===== config.mk =====
export PLATFORM = sky130hd
export DESIGN_NAME = player_car_mover
export DESIGN_NICKNAME = d
export VERILOG_FILES = /design/src/rtl/game_pkg.sv /design/src/rtl/rate_tick_gen.sv /design/src/rtl/player_car_mover.sv
export SDC_FILE = /design/constraint.sdc
export NUM_CORES = 1
export LEC_CHECK = 0
export BUFFER_PORTS_ARGS = -buffer_cell sky130_fd_sc_hd__buf_2
export CAP_MARGIN = 30
export CELL_PAD_IN_SITES_DETAIL_PLACEMENT = 0
export CELL_PAD_IN_SITES_GLOBAL_PLACEMENT = 2
export CORE_UTILIZATION = 36
export DETAILED_ROUTE_END_ITERATION = 7
export GPL_ROUTABILITY_DRIVEN = 0
export PLACE_DENSITY_LB_ADDON = 0.25
export SYNTH_ARGS = -nofsm -noshare
export SYNTH_HDL_FRONTEND = slang
export SYNTH_HIERARCHICAL = 1
export SYNTH_SLANG_ARGS = --single-unit

===== constraint.sdc =====
create_clock -name clk -period 3.8 [get_ports clk]
set_input_delay 0 -clock clk [delete_from_list [all_inputs] [get_ports clk]]
set_output_delay 0 -clock clk [all_outputs]
set_load 0.02 [all_outputs]

===== src/rtl/game_pkg.sv =====
// Shared playfield geometry, coordinate widths and mover state encoding.
// The axis helper performs one clamped step on an 11-bit intermediate.
package game_pkg;

  localparam int X_W      = 10;
  localparam int Y_W      = 9;
  localparam int SCREEN_W = 640;
  localparam int SCREEN_H = 480;
  localparam int CAR_W    = 20;
  localparam int CAR_H    = 20;

  typedef enum logic [1:0] {
    IDLE,
    RUN,
    FROZEN,
    FINISHED
  } mover_state_t;

  // inc/dec both or neither -> no motion; never wraps below 0 or past hi
  function automatic logic [10:0] step_axis(
    input logic [10:0] pos,
    input logic        inc,
    input logic        dec,
    input logic [10:0] amount,
    input logic [10:0] hi
  );
    logic [10:0] sum;
    sum = pos + amount;
    if (inc && !dec) begin
      step_axis = (sum > hi) ? hi : sum;
    end else if (dec && !inc) begin
      step_axis = (pos < amount) ? 11'd0 : (pos - amount);
    end else begin
      step_axis = pos;
    end
  endfunction

endpackage


===== src/rtl/rate_tick_gen.sv =====
// Free-running divider: tick is high combinationally on the last count of each DIV-cycle period.
// Holds while enable is low; clear (or reset) returns the count to 0.
module rate_tick_gen #(
  parameter int DIV = 833333
) (
  input  logic clk,
  input  logic reset,
  input  logic clear,
  input  logic enable,
  output logic tick
);

  localparam int CW = (DIV > 2) ? $clog2(DIV) : 1;
  localparam logic [CW-1:0] LAST = CW'(DIV - 1);

  logic [CW-1:0] count;

  always_ff @(posedge clk) begin
    if (reset || clear) begin
      count <= '0;
    end else if (enable) begin
      count <= (count == LAST) ? '0 : count + 1'b1;
    end
  end

  assign tick = enable && (count == LAST);

endmodule


===== src/rtl/player_car_mover.sv =====
// Player car position writer: steps the car per motion tick from buttons, clamped to the playfield.
// Position and step update on the edge ending a tick cycle; respawn > freeze > start/tick.
module player_car_mover
  import game_pkg::*;
#(
  parameter int TICK_DIV = 833333,
  parameter int STEP     = 2,
  parameter int X_START  = 20,
  parameter int Y_START  = 240,
  parameter int X_MAX    = SCREEN_W - CAR_W - 1,
  parameter int Y_MAX    = SCREEN_H - CAR_H - 1,
  parameter int FINISH_X = 600
) (
  input  logic           clk,
  input  logic           reset,
  input  logic           start,
  input  logic           freeze,
  input  logic           respawn,
  input  logic           btn_left,
  input  logic           btn_right,
  input  logic           btn_up,
  input  logic           btn_down,
  output logic [X_W-1:0] current_x,
  output logic [Y_W-1:0] current_y,
  output logic           step,
  output logic           at_finish
);

  localparam logic [X_W-1:0] X_INIT   = X_W'(X_START);
  localparam logic [Y_W-1:0] Y_INIT   = Y_W'(Y_START);
  localparam logic [10:0]    STEP_AMT = 11'(STEP);
  localparam logic [10:0]    X_HI     = 11'(X_MAX);
  localparam logic [10:0]    Y_HI     = 11'(Y_MAX);
  localparam logic [10:0]    X_FIN    = 11'(FINISH_X);

  mover_state_t   state, state_nxt;
  logic [X_W-1:0] x_nxt;
  logic [Y_W-1:0] y_nxt;
  logic           step_nxt;
  logic           tick;
  logic           tick_en;
  logic [10:0]    mv_x;
  logic [10:0]    mv_y;

  assign tick_en = (state == RUN) && !freeze;

  rate_tick_gen #(
    .DIV(TICK_DIV)
  ) u_tick (
    .clk    (clk),
    .reset  (reset),
    .clear  (respawn),
    .enable (tick_en),
    .tick   (tick)
  );

  assign mv_x = step_axis({1'b0, current_x}, btn_right, btn_left, STEP_AMT, X_HI);
  assign mv_y = step_axis({2'b00, current_y}, btn_down, btn_up, STEP_AMT, Y_HI);

  always_comb begin
    state_nxt = state;
    x_nxt     = current_x;
    y_nxt     = current_y;
    step_nxt  = 1'b0;
    if (respawn) begin
      state_nxt = IDLE;
      x_nxt     = X_INIT;
      y_nxt     = Y_INIT;
    end else begin
      case (state)
        IDLE: begin
          if (start && !freeze) state_nxt = RUN;
        end
        RUN: begin
          if (freeze) begin
            state_nxt = FROZEN;
          end else if (tick) begin
            x_nxt    = mv_x[X_W-1:0];
            y_nxt    = mv_y[Y_W-1:0];
            // a tick pinned against a wall moves nothing and must not pulse step
            step_nxt = (mv_x != {1'b0, current_x}) || (mv_y != {2'b00, current_y});
            if (mv_x >= X_FIN) state_nxt = FINISHED;
          end
        end
        FROZEN: begin
          if (!freeze) state_nxt = RUN;
        end
        default: begin
          state_nxt = state;
        end
      endcase
    end
  end

  always_ff @(posedge clk) begin
    if (reset) begin
      state     <= IDLE;
      current_x <= X_INIT;
      current_y <= Y_INIT;
      step      <= 1'b0;
    end else begin
      state     <= state_nxt;
      current_x <= x_nxt;
      current_y <= y_nxt;
      step      <= step_nxt;
    end
  end

  assign at_finish = (state == FINISHED);

endmodule


# Word level (Yosys, flattened, before mapping)
# Cells that the tools add are included.
# Widths: inputs -> output; s select.
[word_totals]
word_cells = 63
ff_bits = 42
[classes]
n_lt_le_gt_ge = 5
add_sub_neg = 5
n_mux = 15
bitwise_logic = 3
eq_ne = 10
n_reduce_logical = 20
[ops]
columns = ["op", "count"]
rows = [
  ["$mux 11", 7],
  ["$add 20x1->20 const B", 1],
  ["$eq 20x20->1 const B", 1],
  ["$mux 20", 1],
  ["$add 10x2->11 const B", 1],
  ["$ge 11x10->1 const B", 1],
  ["$gt 11x10->1 const B", 1],
  ["$ne 11x10->1", 1],
  ["$ne 11x9->1", 1],
  ["$sub 10x2->11 const B", 1],
  ["$add 9x2->10 const B", 1],
  ["$gt 10x9->1 const B", 1],
  ["$lt 10x2->1 const B", 1],
  ["$mux 10", 1],
  ["$mux 2", 5],
  ["$sub 9x2->10 const B", 1],
  ["$lt 9x2->1 const B", 1],
  ["$logic_and 1x1->1", 7],
  ["$pmux 2 s3", 1],
  ["$logic_not 1->1", 5],
  ["$reduce_and 5->1", 1],
  ["$reduce_or 5->1", 1],
  ["$eq 2x2->1 const B", 2],
  ["$ne 2x2->1 const B", 2],
  ["9 further kinds", 12],
]

# Depth between registers and ports, before layout
[depth]
ltp_word = 9
mapped_depth = 13
depth_no_buf = 11

# Modules after synthesis
# Netlist, hierarchy kept.
[by_module_without_submodules]
columns = ["module", "cells_per_inst", "area_per_inst_um2", "seq_area_each_um2", "instances"]
rows = [
  ["player_car_mover", 355, 2548.7, 440.4, 1],
  ["rate_tick_gen", 113, 993.5, 400.4, 1],
]

# Worst setup path after synthesis
# Ideal clock, no wire load.
[synth_path]
kind = "reg2reg"
startpoint = "register current_x[1]"
endpoint = "register step"
slack_ns = 0.889
period_less_slack_ns = 2.911
path_stages_with_launch = 13
arrival_ns = 2.780
required_ns = 3.669
cell_sequence = "dfxtp_1 clkbuf_1 inv_1 ha_1 or4b_4 nor3_4 o21ba_1 o31a_2 a31o_1 o2111ai_1 a2111o_1 a311oi_1 a311oi_1"
[synth_between]
elab_chain_cells = 6
word_cells_on_any_way = 10
[synth_lines]
columns = ["element", "line", "text"]
rows = [
  ["from (decl)", "player_car_mover.sv:23", "output logic [X_W-1:0] current_x,"],
  ["from (signal assigned)", "player_car_mover.sv:103", "current_x <= x_nxt;"],
  ["$add 10x2->11, or another cell as far along", "game_pkg.sv:28", "sum = pos + amount;"],
  ["$gt 11x10->1 or $mux 11 (tied branches)", "game_pkg.sv:30, game_pkg.sv:32", ""],
  ["$mux 11 (on tied branches)", "game_pkg.sv:30, game_pkg.sv:31", ""],
  ["$mux 11", "game_pkg.sv:29", "if (inc && !dec) begin"],
  ["$ne 11x10->1 *", "player_car_mover.sv:81", "step_nxt = (mv_x != {1'b0, current_x}) || (mv_y != {2'b00, current_y});"],
  ["$logic_or 1x1->1 *", "player_car_mover.sv:81", ""],
  ["to (signal assigned)", "player_car_mover.sv:105", "step <= step_nxt;"],
  ["to (decl)", "player_car_mover.sv:25", "output logic step,"],
]
# Every way passes the cells marked *; elsewhere a longest branch is shown, timed or not.
# A chain may end at the register's enable or synchronous reset.

# Final worst setup path
[layout_path]
startpoint = "register current_x[2]"
endpoint = "register step"
# The elaborated chain is that of the path after synthesis.

==> impl_results.md <==
* Net Count, Synth at 488
* Yosys reg bits at 42
* Post-route worst setup slack at 0.7400 ns
* Hold Path Depth at 3
* Die width at 101.2 um
* Cells after synthesis at 468
* Antenna violations before repair at 0
* CP Capture Type: register
* Post-layout min period at 3.060 ns
* Fill count at 1,032
* First-pass GRT wire length at 17,470 um
* Hold EP: current_y[7]
* Max Fanout on Critical Path at 11
* Clk slew on worst S/H paths at 0.09 ns
* Slew @ Worst Pin at 0.8163 ns
* Outcome: finished clean
* CP Data Required Time at 4.01 ns
* Reg2reg start: current_x[2]
* Hpwl dp at 7976 um
* Antenna diodes at 0
* Area Overhead vs Synth at 6.358%
* GRT Util Overall at 21.68%
* NumNets Final at 496
* Synth unique cells at 80
* WL/cell at 17.49 um
* FMAX at 326.8 MHz
* Footprint of the multi-input gates at 2411 um^2
* Period utilisation layout at 80.53%
* DP Area at 3667 um^2
* FP Rows at 35
* Max_slew headroom at 45.26%
* Remaining global-route overflow at 0
* Final instance area at 3767 um^2
* Clock network power share at 37.6%
* Setup Skew at 0.006968 ns
* Die height at 101.2 um
* Reg2reg setup slack at 0.74 ns
* Clock root cell: clkbuf_8
* Power Density at 216.6 nW/um^2
* Starting Density at 37.80%
* Pin count of the biggest net entering global routing at 20
* Maximum root-to-sink buffer count at 2
* Combinational share of power at 8.3%
* CTS tree: built
* Main synth FF type: dfxtp_1
* Total chip power at 0.0008160 W
* Clock Latency Late Sink at 0.30 ns
* Hold Path Class: in -> reg
* Max-slew violations at 0
* Max-cap viol count at 0
* VDD IR max at 0.1194 mV
* FF+latch area at 840.8 um^2
* Int Pwr at 0.0005933 W
* Hold Path Origin: respawn
* Via density at 5.926
* Share of power burned in registers at 54.0%
* Core area at 9371 um^2
* Die ar. at 10,240 um^2
* Hold_buf cts at 1
* Pre-CTS setup slack at 0.7626 ns
* R2R cell count at 11
* Sequential-to-total area share from yosys stat at 23.74%
* Top Ports at 30
* CTS H-tree lvls at 2
* Crit start category: register
* Iter 0 DRT Violations at 180
* Setup Buffers After CTS at 0
* Remaining DRCs at 0
* WS Path Type: reg -> reg
* Final Hold Fails at 0
* Number of port buffers at 29
* Finish-stage setup viols at 0
* CTS resizes at 0
* Share of synthesized registers carrying an async set or reset at 0%
* Reg-to-reg endpoint: step
* Vias in the first global route at 3,329
* RSZ-0062 raised after global routing: false
* WL final at 10,600 um
* Antenna Violating Nets Remaining at 0
* Avg Cell Area, Syn at 7.569 um^2
* Fin Setup TNS at 0 ns
* Vias at 3,591
* Mapped cell area at 3542 um^2
* Post-synth EDFFs at 0
* Switching pwr at 0.0002227 W
* Clock buffer count from CTS at 5
* Crit. Startpoint: current_x[2]
* Share of layout cells above drive strength 1 at 13.84%
* Critical Path AT at 3.27 ns
* Leak at 1.327 nW
* Yosys warnings at 6
* Pre-Repair DR Iteration Count at 4
* Num Clock Sinks at 42
* Switch share at 27.29%
## routing by layer
| layer | track usage (%) | wire length, um |
|---|---|---|
| met1 | 29.16 | 5027 |
| met2 | 35.06 | 4851 |
| met4 | 8.696 | 291 |
| met5 | 0 | 0 |
| met3 | 2.968 | 425 |
## how the worst max path moves through the flow
stage | endpoint | slack (ns) | cells after the start
5_1_grt | step | 0.46 | 11
6_report | step | 0.74 | 11
4_1_cts | step | 0.75 | 11
2_1_floorplan | step | 0.89 | 12
3_5_place_dp | step | 0.76 | 11
3_3_place_gp | step | 0.83 | 11
## cell families after synthesis
kind of cell | share of synthesized area, %
AOI/OAI and AO/OA | 25.82
xor gates and xnor gates | 3.709
adders and majority gates | 3.885
buffers and inverters | 8.336
DFF | 23.74
muxes | 2.331
and+or+nand+nor | 32.18
## registers in the layout (all words and copies together), names as in the netlist
register and cells:
current_x 10, current_y 9, state 2, step 1, u_tick/count 20
## synth_stat cells (6+ instances only)
cell type	number	area [um^2]
a211oi_1	6	45.04
nand2_1	45	168.9
nand4_1	15	93.84
inv_1	15	56.30
nand3_1	19	95.09
a21oi_1	35	175.2
clkbuf_1	16	60.06
xnor2_1	6	52.55
nand2b_1	6	37.54
nor2_1	47	176.4
and2_1	7	43.79
xor2_1	9	78.83
mux2i_1	6	60.06
o31ai_1	7	52.55
nor3_1	9	45.04
dfxtp_1	42	840.8
ha_1	11	137.6
o21ai_0	23	115.1
nor4_1	7	43.79
a31oi_1	7	43.79
or3_1	6	37.54
## metrics by stage
step | hold WS (ns) | std cells | util (%)
after floorplan | 0.1161 | 468 | -
after global placement | 0.2483 | 597 | 39.13
after detailed placement | 0.2517 | 597 | 39.13
after CTS | 0.05501 | 606 | 40.20
after global routing | 0.07404 | 606 | 40.20
final | 0.04060 | 606 | 40.20
## area by class of cell
class                   instances  area share (%)
repair buffers                 37           5.513
well taps                     129           4.284
clock inverters                 3          0.5646
flip-flops and latches         42           22.32
multi-input cells             375           64.00
inverters                      15           1.495
clock buffers                   5           1.827
## power by group through the flow
stage / Clock, W / Sequential, W / Combinational [W]
floorplan: 0 / 0.000451 / 0.0000458
global placement: 0 / 0.000451 / 0.0000670
detailed placement: 0 / 0.000451 / 0.0000668
CTS: 0.000319 / 0.000441 / 0.0000679
global route: 0.000330 / 0.000441 / 0.0000752
finish: 0.000307 / 0.000441 / 0.0000680
## critical path: stages (launching register included)
cell	delay, ns
dfxtp_1	0.42
inv_1	0.21
ha_1	0.22
or4b_4	0.52
or3_4	0.43
nor4_1	0.42
nor4_1	0.11
nand4_1	0.12
nor4_1	0.05
o2111ai_1	0.10
a311oi_1	0.07
a311oi_1	0.29
## placed cells by master (no fill, tap or decap), types with 5 or more instances in the layout
| cell type | count |
|---|---|
| xor2_1 | 9 |
| a21oi_1 | 35 |
| nand2b_1 | 6 |
| dfxtp_1 | 42 |
| ha_1 | 11 |
| nor2_1 | 47 |
| nand2_1 | 45 |
| o21ai_0 | 23 |
| nor3_1 | 9 |
| and3_1 | 5 |
| and2_1 | 7 |
| mux2i_1 | 6 |
| nor4_1 | 7 |
| o31ai_1 | 6 |
| clkbuf_8 | 5 |
| buf_4 | 7 |
| nand3_1 | 19 |
| o22ai_1 | 5 |
| or3_1 | 6 |
| a31oi_1 | 7 |
| a211oi_1 | 6 |
| nor2b_1 | 5 |
| nand4_1 | 15 |
| xnor2_1 | 6 |
| inv_1 | 15 |
| buf_2 | 29 |
Note: power is estimated with default switching activity, not from simulation.
